## src/rtl/imem_arbiter_if.sv

```systemverilog
// Bus bundle between the fetch stage, the program loader, the instruction memory port and imem_arbiter.
// The slave modport is the arbiter's view of the bundle; master is the surrounding environment.
interface imem_arbiter_if;
  logic        f_req;
  logic [31:0] f_addr;
  logic        f_gnt;
  logic        f_rvalid;
  logic [31:0] f_rdata;
  logic        f_err;
  logic        stall;
  logic        l_req;
  logic        l_lock;
  logic [31:0] l_addr;
  logic [31:0] l_wdata;
  logic        l_gnt;
  logic        mem_en;
  logic        mem_we;
  logic [9:0]  mem_addr;
  logic [31:0] mem_wdata;
  logic [31:0] mem_rdata;

  modport slave (
    input  f_req, f_addr, l_req, l_lock, l_addr, l_wdata, mem_rdata,
    output f_gnt, f_rvalid, f_rdata, f_err, stall, l_gnt,
           mem_en, mem_we, mem_addr, mem_wdata
  );

  modport master (
    output f_req, f_addr, l_req, l_lock, l_addr, l_wdata, mem_rdata,
    input  f_gnt, f_rvalid, f_rdata, f_err, stall, l_gnt,
           mem_en, mem_we, mem_addr, mem_wdata
  );
endinterface

```

## src/rtl/imem_arbiter.sv

```systemverilog
// Single-port instruction memory arbiter: fetch vs. loader, with burst lock and fetch starvation override.
// Optional IMEM_ARB_RR_EN: round-robin between fetch and loader on IDLE contention.
module imem_arbiter #(
  parameter int unsigned STARVE_MAX = 8
) (
  input  logic          clk,
  input  logic          rst_n,
  imem_arbiter_if.slave bus
);

  localparam int unsigned CNT_W  = 8;
  localparam int unsigned ADDR_W = 10;
  localparam logic [CNT_W-1:0] STARVE_LIM = CNT_W'(STARVE_MAX);

  typedef enum logic {IDLE, LOCKED} state_t;

  state_t           state;
  logic [CNT_W-1:0] starve_cnt;
  logic             force_f;
  logic             f_gnt_c;
  logic             l_gnt_c;
  logic             f_rvalid_q;
  logic             f_err_q;
`ifdef IMEM_ARB_RR_EN
  logic             last_f;
`endif

  // Address bits above the 4 KiB window and the loader byte offset are deliberately ignored.
  logic unused_addr_bits;
  assign unused_addr_bits = ^{bus.f_addr[31:12], bus.l_addr[31:12], bus.l_addr[1:0]};

  assign force_f = bus.f_req && (starve_cnt >= STARVE_LIM);

  // Grant decision: starvation override, then lock, then loader priority (or round-robin).
  always_comb begin
    f_gnt_c = 1'b0;
    l_gnt_c = 1'b0;
    if (force_f) begin
      f_gnt_c = 1'b1;
    end else if (state == LOCKED) begin
      l_gnt_c = bus.l_req;
    end else begin
`ifdef IMEM_ARB_RR_EN
      if (bus.l_req && bus.f_req) begin
        l_gnt_c = last_f;
        f_gnt_c = ~last_f;
      end else begin
        l_gnt_c = bus.l_req;
        f_gnt_c = bus.f_req;
      end
`else
      l_gnt_c = bus.l_req;
      f_gnt_c = bus.f_req && !bus.l_req;
`endif
    end
  end

  assign bus.f_gnt     = f_gnt_c;
  assign bus.l_gnt     = l_gnt_c;
  assign bus.stall     = bus.f_req && !f_gnt_c;
  assign bus.mem_en    = f_gnt_c || l_gnt_c;
  assign bus.mem_we    = l_gnt_c;
  assign bus.mem_addr  = l_gnt_c ? bus.l_addr[11:2] :
                         f_gnt_c ? bus.f_addr[11:2] : ADDR_W'(0);
  assign bus.mem_wdata = l_gnt_c ? bus.l_wdata : 32'd0;
  assign bus.f_rdata   = bus.mem_rdata;
  assign bus.f_rvalid  = f_rvalid_q;
  assign bus.f_err     = f_err_q;

  // Lock state, starvation counter and read-response tracking.
  always_ff @(posedge clk or negedge rst_n) begin
    if (!rst_n) begin
      state      <= IDLE;
      starve_cnt <= '0;
      f_rvalid_q <= 1'b0;
      f_err_q    <= 1'b0;
    end else begin
      f_rvalid_q <= f_gnt_c;
      f_err_q    <= f_gnt_c && (bus.f_addr[1:0] != 2'b00);

      if (f_gnt_c || !bus.f_req) starve_cnt <= '0;
      else                       starve_cnt <= starve_cnt + CNT_W'(1);

      case (state)
        IDLE:    if (bus.l_lock && l_gnt_c) state <= LOCKED;
        LOCKED:  if (!bus.l_lock)           state <= IDLE;
        default:                            state <= IDLE;
      endcase
    end
  end

`ifdef IMEM_ARB_RR_EN
  // Last winner starts as fetch so the loader takes the first contention.
  always_ff @(posedge clk or negedge rst_n) begin
    if (!rst_n)       last_f <= 1'b1;
    else if (f_gnt_c) last_f <= 1'b1;
    else if (l_gnt_c) last_f <= 1'b0;
  end
`endif

endmodule

```

## src/flat_wrapper.sv

```systemverilog
// flat-port wrapper written by rule: the top's interface ports become plain ports
module imem_arbiter_flat 
#(
  parameter int unsigned STARVE_MAX = 8
)
  (clk, rst_n, bus_f_req, bus_f_addr, bus_l_req, bus_l_lock, bus_l_addr, bus_l_wdata, bus_mem_rdata, bus_f_gnt, bus_f_rvalid, bus_f_rdata, bus_f_err, bus_stall, bus_l_gnt, bus_mem_en, bus_mem_we, bus_mem_addr, bus_mem_wdata);
  imem_arbiter_if bus_i ();
  input  logic clk;
  input  logic rst_n;
  input wire logic [$bits(bus_i.f_req)-1:0] bus_f_req;
  input wire logic [$bits(bus_i.f_addr)-1:0] bus_f_addr;
  input wire logic [$bits(bus_i.l_req)-1:0] bus_l_req;
  input wire logic [$bits(bus_i.l_lock)-1:0] bus_l_lock;
  input wire logic [$bits(bus_i.l_addr)-1:0] bus_l_addr;
  input wire logic [$bits(bus_i.l_wdata)-1:0] bus_l_wdata;
  input wire logic [$bits(bus_i.mem_rdata)-1:0] bus_mem_rdata;
  output wire logic [$bits(bus_i.f_gnt)-1:0] bus_f_gnt;
  output wire logic [$bits(bus_i.f_rvalid)-1:0] bus_f_rvalid;
  output wire logic [$bits(bus_i.f_rdata)-1:0] bus_f_rdata;
  output wire logic [$bits(bus_i.f_err)-1:0] bus_f_err;
  output wire logic [$bits(bus_i.stall)-1:0] bus_stall;
  output wire logic [$bits(bus_i.l_gnt)-1:0] bus_l_gnt;
  output wire logic [$bits(bus_i.mem_en)-1:0] bus_mem_en;
  output wire logic [$bits(bus_i.mem_we)-1:0] bus_mem_we;
  output wire logic [$bits(bus_i.mem_addr)-1:0] bus_mem_addr;
  output wire logic [$bits(bus_i.mem_wdata)-1:0] bus_mem_wdata;
  assign bus_i.f_req = bus_f_req;
  assign bus_i.f_addr = bus_f_addr;
  assign bus_i.l_req = bus_l_req;
  assign bus_i.l_lock = bus_l_lock;
  assign bus_i.l_addr = bus_l_addr;
  assign bus_i.l_wdata = bus_l_wdata;
  assign bus_i.mem_rdata = bus_mem_rdata;
  assign bus_f_gnt = bus_i.f_gnt;
  assign bus_f_rvalid = bus_i.f_rvalid;
  assign bus_f_rdata = bus_i.f_rdata;
  assign bus_f_err = bus_i.f_err;
  assign bus_stall = bus_i.stall;
  assign bus_l_gnt = bus_i.l_gnt;
  assign bus_mem_en = bus_i.mem_en;
  assign bus_mem_we = bus_i.mem_we;
  assign bus_mem_addr = bus_i.mem_addr;
  assign bus_mem_wdata = bus_i.mem_wdata;
  imem_arbiter #(.STARVE_MAX(STARVE_MAX)) u_core (.clk(clk), .rst_n(rst_n), .bus(bus_i));
endmodule
```

## config.mk

```make
export PLATFORM = sky130hd
export DESIGN_NAME = imem_arbiter_flat
export DESIGN_NICKNAME = d
export VERILOG_FILES = /design/src/rtl/imem_arbiter_if.sv /design/src/rtl/imem_arbiter.sv /design/src/flat_wrapper.sv
export SDC_FILE = /design/constraint.sdc
export NUM_CORES = 1
export LEC_CHECK = 0
export ABC_AREA = 0
export CAP_MARGIN = 15
export CORE_AREA = 2 2 82 84
export CTS_BUF_LIST = sky130_fd_sc_hd__clkbuf_16
export DETAILED_ROUTE_END_ITERATION = 7
export DIE_AREA = 0 0 84 86
export PLACE_DENSITY = 0.75
export SYNTH_ARGS = -nofsm -noshare
export SYNTH_HDL_FRONTEND = slang
export SYNTH_SLANG_ARGS = --single-unit
```

## constraint.sdc

```tcl
create_clock -name clk -period 1.8 [get_ports clk]
set_input_delay 0.27 -clock clk [delete_from_list [all_inputs] [get_ports clk]]
set_output_delay 0.27 -clock clk [all_outputs]
set_load 0.02 [all_outputs]
```

==> impl_results.rst, run 1 <==
.. list-table::
   :header-rows: 1

   * - Metric
     - Value
   * - Run status
     - finished with violations
   * - Violated checks
     - negative setup slack
   * - Library cell used as clock root buffer
     - clkbuf_16
   * - Distinct cells, synth
     - 24
   * - # nets final
     - about 350
   * - Largest clock skew in the final design
     - between 0.0008 and 0.0009 ns
   * - Slew at the pin closest to its max-slew limit
     - between 0.5 and 0.6 ns
   * - Core outline area
     - 0.00628 mm²
   * - Overall power of the completed layout
     - around 1.2 mW
   * - Area of the die
     - 0.00722 mm²
   * - Hold bufs inserted after CTS
     - 0
   * - Tightest Hold Check Type
     - in2async
   * - DRC Markers
     - 0
   * - Num CTS Buffers
     - 3
   * - Number of rows created at floorplan
     - 29
   * - Maximum clock insertion buffer count
     - 2
   * - Post-layout min period
     - 2.03 ns
   * - Critical path class
     - reg2out
   * - Commonest cells after routing, fill and taps aside
     - 60 x clkdlybuf4s50_1, 40 x buf_6, 30 x and3_1, 15 x buf_4, 11 x dfrtp_1
   * - Setup TNS
     - -9.13 ns
   * - Predominant post-synthesis flop cell
     - dfrtp_1
   * - I/O pin count
     - 214
   * - Detailed-route vias per instance
     - 4.19
   * - Achievable frequency
     - 494 MHz
   * - Area of combinational cells with multiple inputs
     - between 500 and 600 µm²
   * - Number of flops mapped to enable cells by yosys
     - 0
   * - Final standard cell area without fillers
     - about 0.0023 mm²
   * - Warnings, synthesis
     - 0
   * - Category of the worst setup path capture point
     - primary output
   * - Worst-case reg-to-reg path depth
     - 6
   * - Antenna Violating Nets Remaining
     - 0
   * - Half-perimeter wire length after detailed placement
     - about 3200 µm
   * - Synthesized area per cell
     - 8.78 µm²
   * - Sequential fraction of the synthesis area
     - 0.251
   * - Setup repair after global routing missed its margin
     - true
   * - Normalized max-slew margin
     - 0.660
   * - Fraction of layout cells with a size suffix above 1
     - 0.404
   * - Non-filler instance count after layout
     - 290
   * - Synthesized flop and latch total
     - 11
   * - Netlist Area Pre-Place
     - 0.00110 mm²
   * - Antenna Cells
     - 0
   * - Global route total overflow
     - 0
   * - Number of buffers added on ports
     - 107
   * - Max-cap check violation count
     - 0
   * - Clock transition at path regs
     - 0.04 ns
   * - # clock sinks
     - 11
   * - Post-placement cell count
     - 281
   * - FFs w/ async S/R, synth
     - 1.00
   * - Standby leakage power
     - 1.16 nW
   * - Nature of the critical path startpoint
     - register
   * - Largest net degree at the start of global routing
     - 45
   * - Final setup violation count
     - 45
   * - Count of final max-slew check failures
     - 0
   * - Synth-to-layout area growth
     - 113%
   * - Power density cells
     - about 500 mW/mm²
   * - Via count of the routed design
     - 1,216
   * - Clock tree from TritonCTS
     - yes
   * - Overall track demand over capacity in global routing
     - 0.0993
   * - Initial cell density of the core
     - 0.175
   * - Most frequent standard cell in the layout excluding fill and tap cells
     - clkdlybuf4s50_1
   * - Clock network latency to the later pin of the worst-skew pair
     - 0.24 ns
   * - Library cell occupying the most area in the post-synthesis netlist
     - dfrtp_1
   * - Worst-case vdd ir drop
     - 0.000386 V
   * - Routability congestion estimate from global placement
     - 0.666
   * - Die Ht
     - 86 µm
   * - Synthesized instance count
     - 125
   * - Average wire per standard cell
     - 14.6 µm
   * - Start of the worst register-to-register path
     - u_core.starve_cnt[4]
   * - Wire length of the first global-routing pass
     - 5910 µm
   * - Antenna violations before repair
     - 0
   * - Initial DRC Count
     - 19
   * - Number of levels in the clock H-tree
     - 1
   * - Footprint of the flip-flops and latches
     - 275 µm²
   * - Worst setup startpoint
     - u_core.starve_cnt[4]
   * - Data arrival time of the critical path
     - 1.76 ns
   * - Length of the first detailed-routing pass in iterations
     - 4
   * - Fillcell total
     - 640
   * - Part of the cycle the worst path needs
     - 1.13
   * - Largest fanout on the critical path
     - 10
   * - Instance area after placement
     - 0.00208 mm²
   * - Top cells by area in the synthesized netlist
     - dfrtp_1 25%, buf_4 23%, and3_1 19%
   * - Share of Yosys cell area claimed by the top area cell type
     - 0.251
   * - Total count of hold-check failures in the final report
     - 0
   * - Wire length reported by the detailed router
     - approximately 4200 µm
   * - Via count of the first global-routing pass
     - 1,180
   * - Final setup slack of the worst path
     - -0.226 ns
   * - Die width
     - 84 µm
   * - Data required time at the worst endpoint
     - 1.53 ns
## metrics by stage
step	util	setup WS (ns)	hold WS, ns
floorplan	-	0.0440	-0.0256
global placement	0.331	-0.631	0.465
detailed placement	0.331	-0.627	0.482
CTS	0.337	-0.232	0.384
global route	0.373	-0.284	0.414
finish	0.373	-0.226	0.378
## routing by layer
layer / vias to the layer above / global-route usage / part of all wire
met1: 552 / 0.119 / 0.40
met2: 74 / 0.172 / 0.50
met3: 10 / 0.0250 / 0.075
met5: - / 0 / 0
li1: 580 / - / -
met4: 0 / 0.0352 / 0.025
## layout make-up
class,count,area share
flip-flops and latches,11,0.118
clock buffers,3,0.0321
well taps,77,0.0412
inverters,4,0.00641
clock inverters,1,0.00160
multi-input cells,70,0.232
repair buffers,124,0.569
## repair_timing
| action | in CTS | in global routing |
|---|---|---|
| buffers inserted | 0 | 2 |
| pin swaps | 0 | 9 |
| cloned | 0 | 3 |
| resized for setup | 246 | 40 |
| endpoints found under the setup margin | 47 | 47 |
## worst max-delay path: stages (launching register included)
cell       delay [ns]
dfrtp_1          0.37
or3_4            0.40
o21ai_4          0.15
buf_12           0.15
clkbuf_16        0.15
and3_1           0.18
buf_6            0.12
## logic make-up after synthesis
group | Yosys count | share of synthesized area
other | 1 | 0.00342
AO/OA/AOI/OAI | 15 | 0.140
buffers and inverters | 47 | 0.309
adder cells (fa/ha/maj) | 2 | 0.0228
flip-flops | 11 | 0.251
AND/OR/NAND/NOR | 47 | 0.258
XOR/XNOR | 2 | 0.0160
## sequential cells by signal (all words and copies together), names as in the netlist
| name | cells |
|---|---|
| u_core.bus.f_rvalid | 1 |
| u_core.state | 1 |
| u_core.starve_cnt | 8 |
| u_core.bus.f_err | 1 |
## path summary, 6_finish.rpt
path,endpoint,slack (ns)
worst max-delay path,bus_mem_wdata[19],-0.23
worst max register to register,u_core.starve_cnt[3],0.37
min in group clk,u_core.starve_cnt[0],0.49
worst min register to register,u_core.starve_cnt[0],0.49
worst min-delay path,u_core.starve_cnt[1],0.38
max in group asynchronous,u_core.starve_cnt[3],1.08
## power breakdown
| part | total [mW] | internal, mW | leakage (nW) | switching (mW) |
|---|---|---|---|---|
| clock | 0.395 | 0.291 | 0.0423 | 0.104 |
| sequential | 0.262 | 0.258 | 0.140 | 0.00414 |
| combinational | 0.506 | 0.306 | 0.979 | 0.200 |
| total | 1.16 | 0.855 | 1.16 | 0.308 |
## cells in the mapped netlist (2+ instances only)
cell      instances
ha_1              2
dfrtp_1          11
clkbuf_1          4
inv_1             4
buf_4            33
or2_2             2
nor2_1            5
nand3_1           2
a32o_1           10
and3_1           34
buf_6             5
Power figures use the tool's default switching activity.
==> run 2, diff against run 1 <==
Settings changed: DONT_BUFFER_PORTS set to 1, PLACE_DENSITY 0.75 to 0.31.
==> run 2 against run 1 <==
The run still ends with negative setup slack left. Sequential power rose by 2%. Die area did not move. Critical path depth fell by 2. Critical path type unchanged. Largest power group is now clock. Core utilization fell by 19 points. Total power fell by 25%.
==> impl_results.rst, run 2 (synthesized netlist as in run 1, its figures left out) <==
.. list-table::
   :header-rows: 1

   * - Metric
     - Value
   * - Delay contributed by the slowest stage of the critical path
     - 0.41 ns
   * - Area of the die
     - 0.00722 mm²
   * - Setup TNS
     - -4.80 ns
   * - Max-cap check violation count
     - 0
   * - Instance area after placement
     - 945 µm²
   * - Cell type of the slowest stage on the worst timing path
     - or3_4
   * - Setup repair after global routing missed its margin
     - true
   * - Final setup slack of the worst path
     - -0.138 ns
   * - Critical path class
     - reg2out
   * - Wire length reported by the detailed router
     - 2910 µm
   * - Non-filler instance count after layout
     - around 170
   * - Achievable frequency
     - 516 MHz
   * - Largest fanout on the critical path
     - 24
   * - Average wire per standard cell
     - ~17 µm
   * - Violated checks
     - negative setup slack
   * - Tightest hold margin
     - 0.149 ns
   * - Fraction of layout cells with a size suffix above 1
     - 0.589
   * - Via count of the first global-routing pass
     - 695
   * - Wire length of the first global-routing pass
     - 3880 µm
   * - Number of levels in the clock H-tree
     - 1
   * - Run status
     - finished with violations
   * - Worst-case vdd ir drop
     - between 0.0004 and 0.0005 V
   * - Detailed-route vias per instance
     - around 4.6
   * - Synth-to-layout area growth
     - 7.30%
   * - Max reg flops
     - 8
   * - Number of buffers added on ports
     - 0
   * - # nets final
     - ~230
   * - Slew at the pin closest to its max-slew limit
     - 0.496 ns
   * - Antenna Violating Nets Remaining
     - 0
   * - Core outline area
     - 0.00628 mm²
   * - Die Ht
     - 86 µm
   * - Maximum clock insertion buffer count
     - 2
   * - Category of the worst setup path capture point
     - primary output
   * - Antenna Cells
     - 0
   * - Power density cells
     - 745 mW/mm²
   * - Die width
     - 84 µm
   * - Routability congestion estimate from global placement
     - approximately 0.65
   * - Global route total overflow
     - 0
   * - Nature of the critical path startpoint
     - register
   * - Initial cell density of the core
     - 0.175
   * - Fillcell total
     - 695
   * - Length of the first detailed-routing pass in iterations
     - 2
   * - Overall track demand over capacity in global routing
     - 0.0697
   * - Standby leakage power
     - roughly 0.53 nW
   * - # clock sinks
     - 11
   * - Most flops, register
     - u_core.starve_cnt
   * - Via count of the routed design
     - 793
   * - Final setup violation count
     - 44
   * - Final standard cell area without fillers
     - 0.00118 mm²
   * - Largest net degree at the start of global routing
     - 46
   * - Total count of hold-check failures in the final report
     - 0
   * - Clock tree from TritonCTS
     - yes
   * - Part of the cycle the worst path needs
     - 1.08
   * - Data required time at the worst endpoint
     - 1.53 ns
   * - I/O pin count
     - 214
   * - Library cell used as clock root buffer
     - clkbuf_16
   * - Initial DRC Count
     - 23
   * - Post-CTS setup buffers
     - 0
   * - Antenna violations before repair
     - 0
   * - Post-layout min period
     - approximately 1.9 ns
   * - Num CTS Buffers
     - 3
   * - Number of rows created at floorplan
     - 29
   * - Half-perimeter wire length after detailed placement
     - 2320 µm
   * - Post-placement cell count
     - approximately 170
   * - Cell Chain, Critical Path
     - or3_4 -> o21ai_4 -> buf_12 -> and3_2
   * - Clock network latency to the later pin of the worst-skew pair
     - 0.24 ns
   * - Clock transition at path regs
     - 0.04 ns
   * - Most frequent standard cell in the layout excluding fill and tap cells
     - and3_4
   * - Worst setup slack before clock tree synthesis
     - 0.0551 ns
   * - DRC Markers
     - 0
   * - Tightest Hold Check Type
     - in2reg
   * - Commonest cells after routing, fill and taps aside
     - 24 x and3_4, 11 x dfrtp_1, 10 x a32o_2, 8 x and3_2
   * - Count of final max-slew check failures
     - 0
   * - Data arrival time of the critical path
     - between 1.5 and 2 ns
   * - Normalized max-slew margin
     - 0.668
   * - Largest clock skew in the final design
     - 0.00104 ns
[run 2: changes by cell type in the layout (fill, tap and decap cells not counted), sizes merged]
cell           delta
dlygate4sd2       -1
buf              -55
clkbuf            -3
dlygate4sd3       +1
clkdlybuf4s50    -60
[run 2: cell type report]
| class | count | area, µm² | share of cell area |
|---|---|---|---|
| Multi-Input combinational cell | 70 | 639 | 0.543 |
| Inverter | 4 | 15.0 | 0.0128 |
| Timing Repair Buffer | 6 | 72.6 | 0.0616 |
| Sequential cell | 11 | 275 | 0.234 |
| Tap cell | 77 | 96.3 | 0.0818 |
| Clock buffer | 3 | 75.1 | 0.0638 |
| Clock inverter | 1 | 3.75 | 0.00319 |
[run 2: per-layer routing]
metal | up-vias | global-route usage | routed length, µm | part of all wire
li1 | 342 | - | - | -
met5 | - | 0 | 0 | 0
met2 | 77 | 0.119 | 1470 | 0.51
met1 | 355 | 0.0718 | 1010 | 0.35
met4 | 0 | 0.0455 | 123 | 0.042
met3 | 19 | 0.0269 | 305 | 0.10
[run 2: stage by stage]
step            util  power, mW
2_1_floorplan      -      0.544
3_3_place_gp   0.150      0.451
3_5_place_dp   0.150      0.449
4_1_cts        0.188      0.893
5_1_grt        0.188      0.918
6_report       0.188      0.877
[run 2: power breakdown]
group	internal, mW	leakage [nW]	switching, mW
combinational	0.0864	0.352	0.128
sequential	0.258	0.140	0.00824
clock	0.291	0.0423	0.106
total	0.635	0.534	0.242
[run 2: path summary, 6_finish.rpt]
path | startpoint | endpoint | slack [ns] | depth (start not counted)
setup / recovery | u_core.starve_cnt[4] | bus_mem_wdata[10] | -0.14 | 4
min in group asynchronous | rst_n | u_core.starve_cnt[4] | 0.44 | 1
hold / removal | bus_f_addr[0] | u_core.bus.f_err | 0.15 | 1
max in group asynchronous | rst_n | u_core.state | 1.03 | 1
setup reg to reg | u_core.state | u_core.bus.f_err | 0.55 | 4
hold reg to reg | u_core.starve_cnt[0] | u_core.starve_cnt[0] | 0.48 | 1
[run 2: what timing repair did]
item                       4_1_cts  5_1_grt
setup endpoints to repair       44       46
hold buffers                     1        0
hold endpoints to repair        11        0
resized for setup               67        0
pin swaps                        4        4
[run 2: critical path: cells and delay by family, from the launching register on]
| kind | cells | cell delay [ns] |
|---|---|---|
| simple gates | 2 | 0.67 |
| flops | 1 | 0.37 |
| compound gates | 1 | 0.20 |
| buf+inv | 1 | 0.18 |
==> run 3, diff against run 2 <==
Settings changed: ABC_AREA 0 to 1, CORE_AREA 2 2 82 84 to 2 2 83 85, DIE_AREA 0 0 84 86 to 0 0 85 87.
==> run 3 against run 2 <==
The run now ends clean. Wire length is 9.8% lower. Die area grew 2.4%. Cell area rose by 12%. Critical endpoint is now bus_mem_addr[7]. Largest power group unchanged. Core utilization is 1.3 points higher. Worst setup slack better by 0.28 ns. Non-clock buffer count rose by 32. Sequential share of layout area shrank 2.5 points.
==> impl_results.rst, run 3 <==
.. list-table::
   :header-rows: 1

   * - Metric
     - Value
   * - Netlist Area Pre-Place
     - 0.00111 mm²
   * - Nature of the critical path startpoint
     - register
   * - Antenna violations before repair
     - 0
   * - Number of rows created at floorplan
     - 30
   * - Clock network latency to the later pin of the worst-skew pair
     - 0.23 ns
   * - Beginning of the worst hold path
     - bus_l_lock
   * - # nets final
     - 316
   * - Via count of the first global-routing pass
     - 729
   * - Slew at the pin closest to its max-slew limit
     - around 0.50 ns
   * - Gate power share
     - 0.270
   * - Share of Yosys cell area claimed by the top area cell type
     - 0.248
   * - Die width
     - 85 µm
   * - Predominant post-synthesis flop cell
     - dfrtp_1
   * - FFs w/ async S/R, synth
     - 1.00
   * - Largest net degree at the start of global routing
     - 35
   * - Standby leakage power
     - between 0.8 and 0.9 nW
   * - Library cell occupying the most area in the post-synthesis netlist
     - dfrtp_1
   * - Commonest cells after routing, fill and taps aside
     - 42 x inv_1, 37 x nor2_1, 37 x buf_4, 15 x nand3_1, 15 x nand2_1
   * - Synthesized flop and latch total
     - 11
   * - Half-perimeter wire length after detailed placement
     - around 2100 µm
   * - Tightest hold margin
     - 0.149 ns
   * - R2R Setup Slk
     - around 0.63 ns
   * - Largest clock skew in the final design
     - 0.00350 ns
   * - Max-cap check violation count
     - 0
   * - Num CTS Buffers
     - 3
   * - Count of final max-slew check failures
     - 0
   * - Power density cells
     - 687 mW/mm²
   * - Initial DRC Count
     - 21
   * - Data required time at the worst endpoint
     - approximately 1.5 ns
   * - Kind of cell adding the most delay to the critical path
     - simple AND/OR/NAND/NOR gates
   * - Worst setup startpoint
     - u_core.starve_cnt[4]
   * - Setup repair after global routing missed its margin
     - true
   * - Wire length reported by the detailed router
     - 2630 µm
   * - Clock tree from TritonCTS
     - yes
   * - Register share of total power
     - 0.299
   * - Die Ht
     - 87 µm
   * - Antenna Cells
     - 0
   * - Core Util, Final
     - 0.200
   * - Cell types with the highest counts after synthesis
     - 41 x inv_1, 38 x nor2_1, 34 x buf_4, 20 x nand2_1, 15 x nand3_1
   * - Max reg flops
     - 8
   * - Number of buffers added on ports
     - 0
   * - Category of the worst setup path capture point
     - primary output
   * - Area of the die
     - 0.00740 mm²
   * - Part of the cycle the worst path needs
     - 0.921
   * - Antenna Violating Nets Remaining
     - 0
   * - Number of flops mapped to enable cells by yosys
     - 0
   * - Cell type of the slowest stage on the worst timing path
     - dfrtp_1
   * - Fraction of layout cells with a size suffix above 1
     - 0.272
   * - Worst Hold Depth
     - 2
   * - Clock transition at path regs
     - 0.04 ns
   * - Final setup violation count
     - 0
   * - Core outline area
     - 0.00657 mm²
   * - Average wire per standard cell
     - 10.1 µm
   * - Overall power of the completed layout
     - 0.905 mW
   * - Delay contributed by the slowest stage of the critical path
     - 0.36 ns
   * - Switching share of power
     - 0.299
   * - Global route total overflow
     - 0
   * - Maximum clock insertion buffer count
     - 2
   * - Library cell used as clock root buffer
     - clkbuf_16
   * - Most frequent standard cell in the layout excluding fill and tap cells
     - inv_1
   * - Worst-case vdd ir drop
     - 0.000489 V
   * - Cell Chain, Critical Path
     - nor2_1 -> nand3_1 -> nand2_4 -> buf_4 -> nand2_4 -> nand2_1 -> nand2_1
   * - Synthesized area per cell
     - 6.38 µm²
   * - Most common cell in the synthesized netlist
     - inv_1
   * - Clock power share
     - 0.431
   * - Synthesized instance count
     - 174
   * - Data arrival time of the critical path
     - 1.39 ns
   * - Normalized max-slew margin
     - 0.664
   * - Critical path class
     - reg2out
   * - Via count of the routed design
     - 949
   * - Start of the worst register-to-register path
     - u_core.starve_cnt[4]
   * - Distinct cells, synth
     - 16
   * - Synth-to-layout area growth
     - 18.6%
   * - Total internal power
     - 0.634 mW
   * - DRC Markers
     - 0
   * - Wire length of the first global-routing pass
     - around 3500 µm
   * - Number of levels in the clock H-tree
     - 1
   * - Initial cell density of the core
     - 0.169
   * - Warnings, synthesis
     - 0
   * - # clock sinks
     - 11
   * - Overall track demand over capacity in global routing
     - 0.0608
   * - Run status
     - finished clean
   * - Worst hold path endpoint
     - u_core.state
   * - Length of the first detailed-routing pass in iterations
     - 4
   * - Destination of the worst register-to-register timing path
     - u_core.bus.f_err
   * - I/O pin count
     - roughly 210
   * - Worst-case reg-to-reg path depth
     - 6
   * - Most flops, register
     - u_core.starve_cnt
   * - Routability congestion estimate from global placement
     - 0.641
   * - Largest fanout on the critical path
     - 13
   * - Worst path bufs/invs
     - 1
   * - Sequential fraction of the synthesis area
     - 0.248
   * - Total count of hold-check failures in the final report
     - 0
   * - Tightest Hold Check Type
     - in2reg
   * - Achievable frequency
     - 603 MHz
   * - Net switching power figure
     - around 0.27 mW
   * - Detailed-route vias per instance
     - 3.65
   * - Top cells by area in the synthesized netlist
     - dfrtp_1 25%, buf_4 23%, inv_1 14%
   * - Post-layout min period
     - 1.66 ns
==> run 3: cell types whose count changed after synthesis, sizes merged, moves of 2 or more <==
cell    change
inv        +37
nor2       +33
nand2      +23
clkbuf      -4
nand3      +13
or2         -2
and3       -34
a32o       -10
==> run 3: stage by stage <==
step / setup WS (ns) / TNS, ns / instance area [µm²] / instances
floorplan: 0.343 / 0 / 1120 / 177
global placement: 0.0428 / 0 / 1180 / 253
detailed placement: 0.0424 / 0 / 1180 / 253
CTS: 0.0605 / 0 / 1290 / 259
global route: -0.00670 / -0.0170 / 1320 / 260
finish: 0.141 / 0 / 1320 / 260
==> run 3: worst register-to-register path: stages, from the launching register on <==
cell	delay, ns
dfrtp_1	0.36
nor2_1	0.10
nand3_1	0.12
nand2_4	0.13
buf_4	0.13
nand2_4	0.09
o21a_1	0.13
==> run 3: cells by family after synthesis <==
family          count (synthesis)  share of synthesized area
compound gates                  2                     0.0113
xor+xnor                        2                     0.0158
fa+ha+maj                       2                     0.0225
buf+inv                        80                      0.414
flops                          11                      0.248
other cells                     1                    0.00338
simple gates                   76                      0.285
==> run 3: per-layer routing <==
layer,vias up,share of wire,track usage
met4,0,0.048,0.0390
met2,84,0.43,0.0923
li1,467,-,-
met5,-,0,0
met1,384,0.35,0.0629
met3,14,0.17,0.0379
==> run 3: power groups by stage <==
stage | Clock, mW | Sequential [mW] | Combinational, mW
2_1_floorplan | 0 | 0.273 | 0.281
3_3_place_gp | 0 | 0.275 | 0.229
3_5_place_dp | 0 | 0.274 | 0.229
4_1_cts | 0.401 | 0.271 | 0.242
5_1_grt | 0.425 | 0.272 | 0.267
6_report | 0.390 | 0.271 | 0.245
==> run 3: worst max-delay path by stage <==
stage                             end  cells after the start
CTS                 bus_mem_wdata[13]                      6
detailed placement  bus_mem_wdata[13]                      6
global placement    bus_mem_wdata[13]                      6
global route         bus_mem_wdata[8]                      6
finish                bus_mem_addr[7]                      7
floorplan                  bus_mem_we                      7
==> run 3: final cells by class <==
| cell class | count | area [µm²] |
|---|---|---|
| Timing Repair Buffer | 38 | 288 |
| Multi-Input combinational cell | 86 | 420 |
| Fill cell | 744 | 5250 |
| Tap cell | 80 | 100 |
| Sequential cell | 11 | 275 |
| Clock inverter | 1 | 3.75 |
| Inverter | 41 | 154 |
| Clock buffer | 3 | 75.1 |
==> run 3: what timing repair did <==
| item | CTS | global route |
|---|---|---|
| hold endpoints to repair | 11 | 0 |
| hold buffers | 1 | 0 |
| pin swaps | 1 | 2 |
| setup endpoints to repair | 45 | 42 |
| gates resized for setup | 2 | 7 |
| buffers inserted | 1 | 1 |
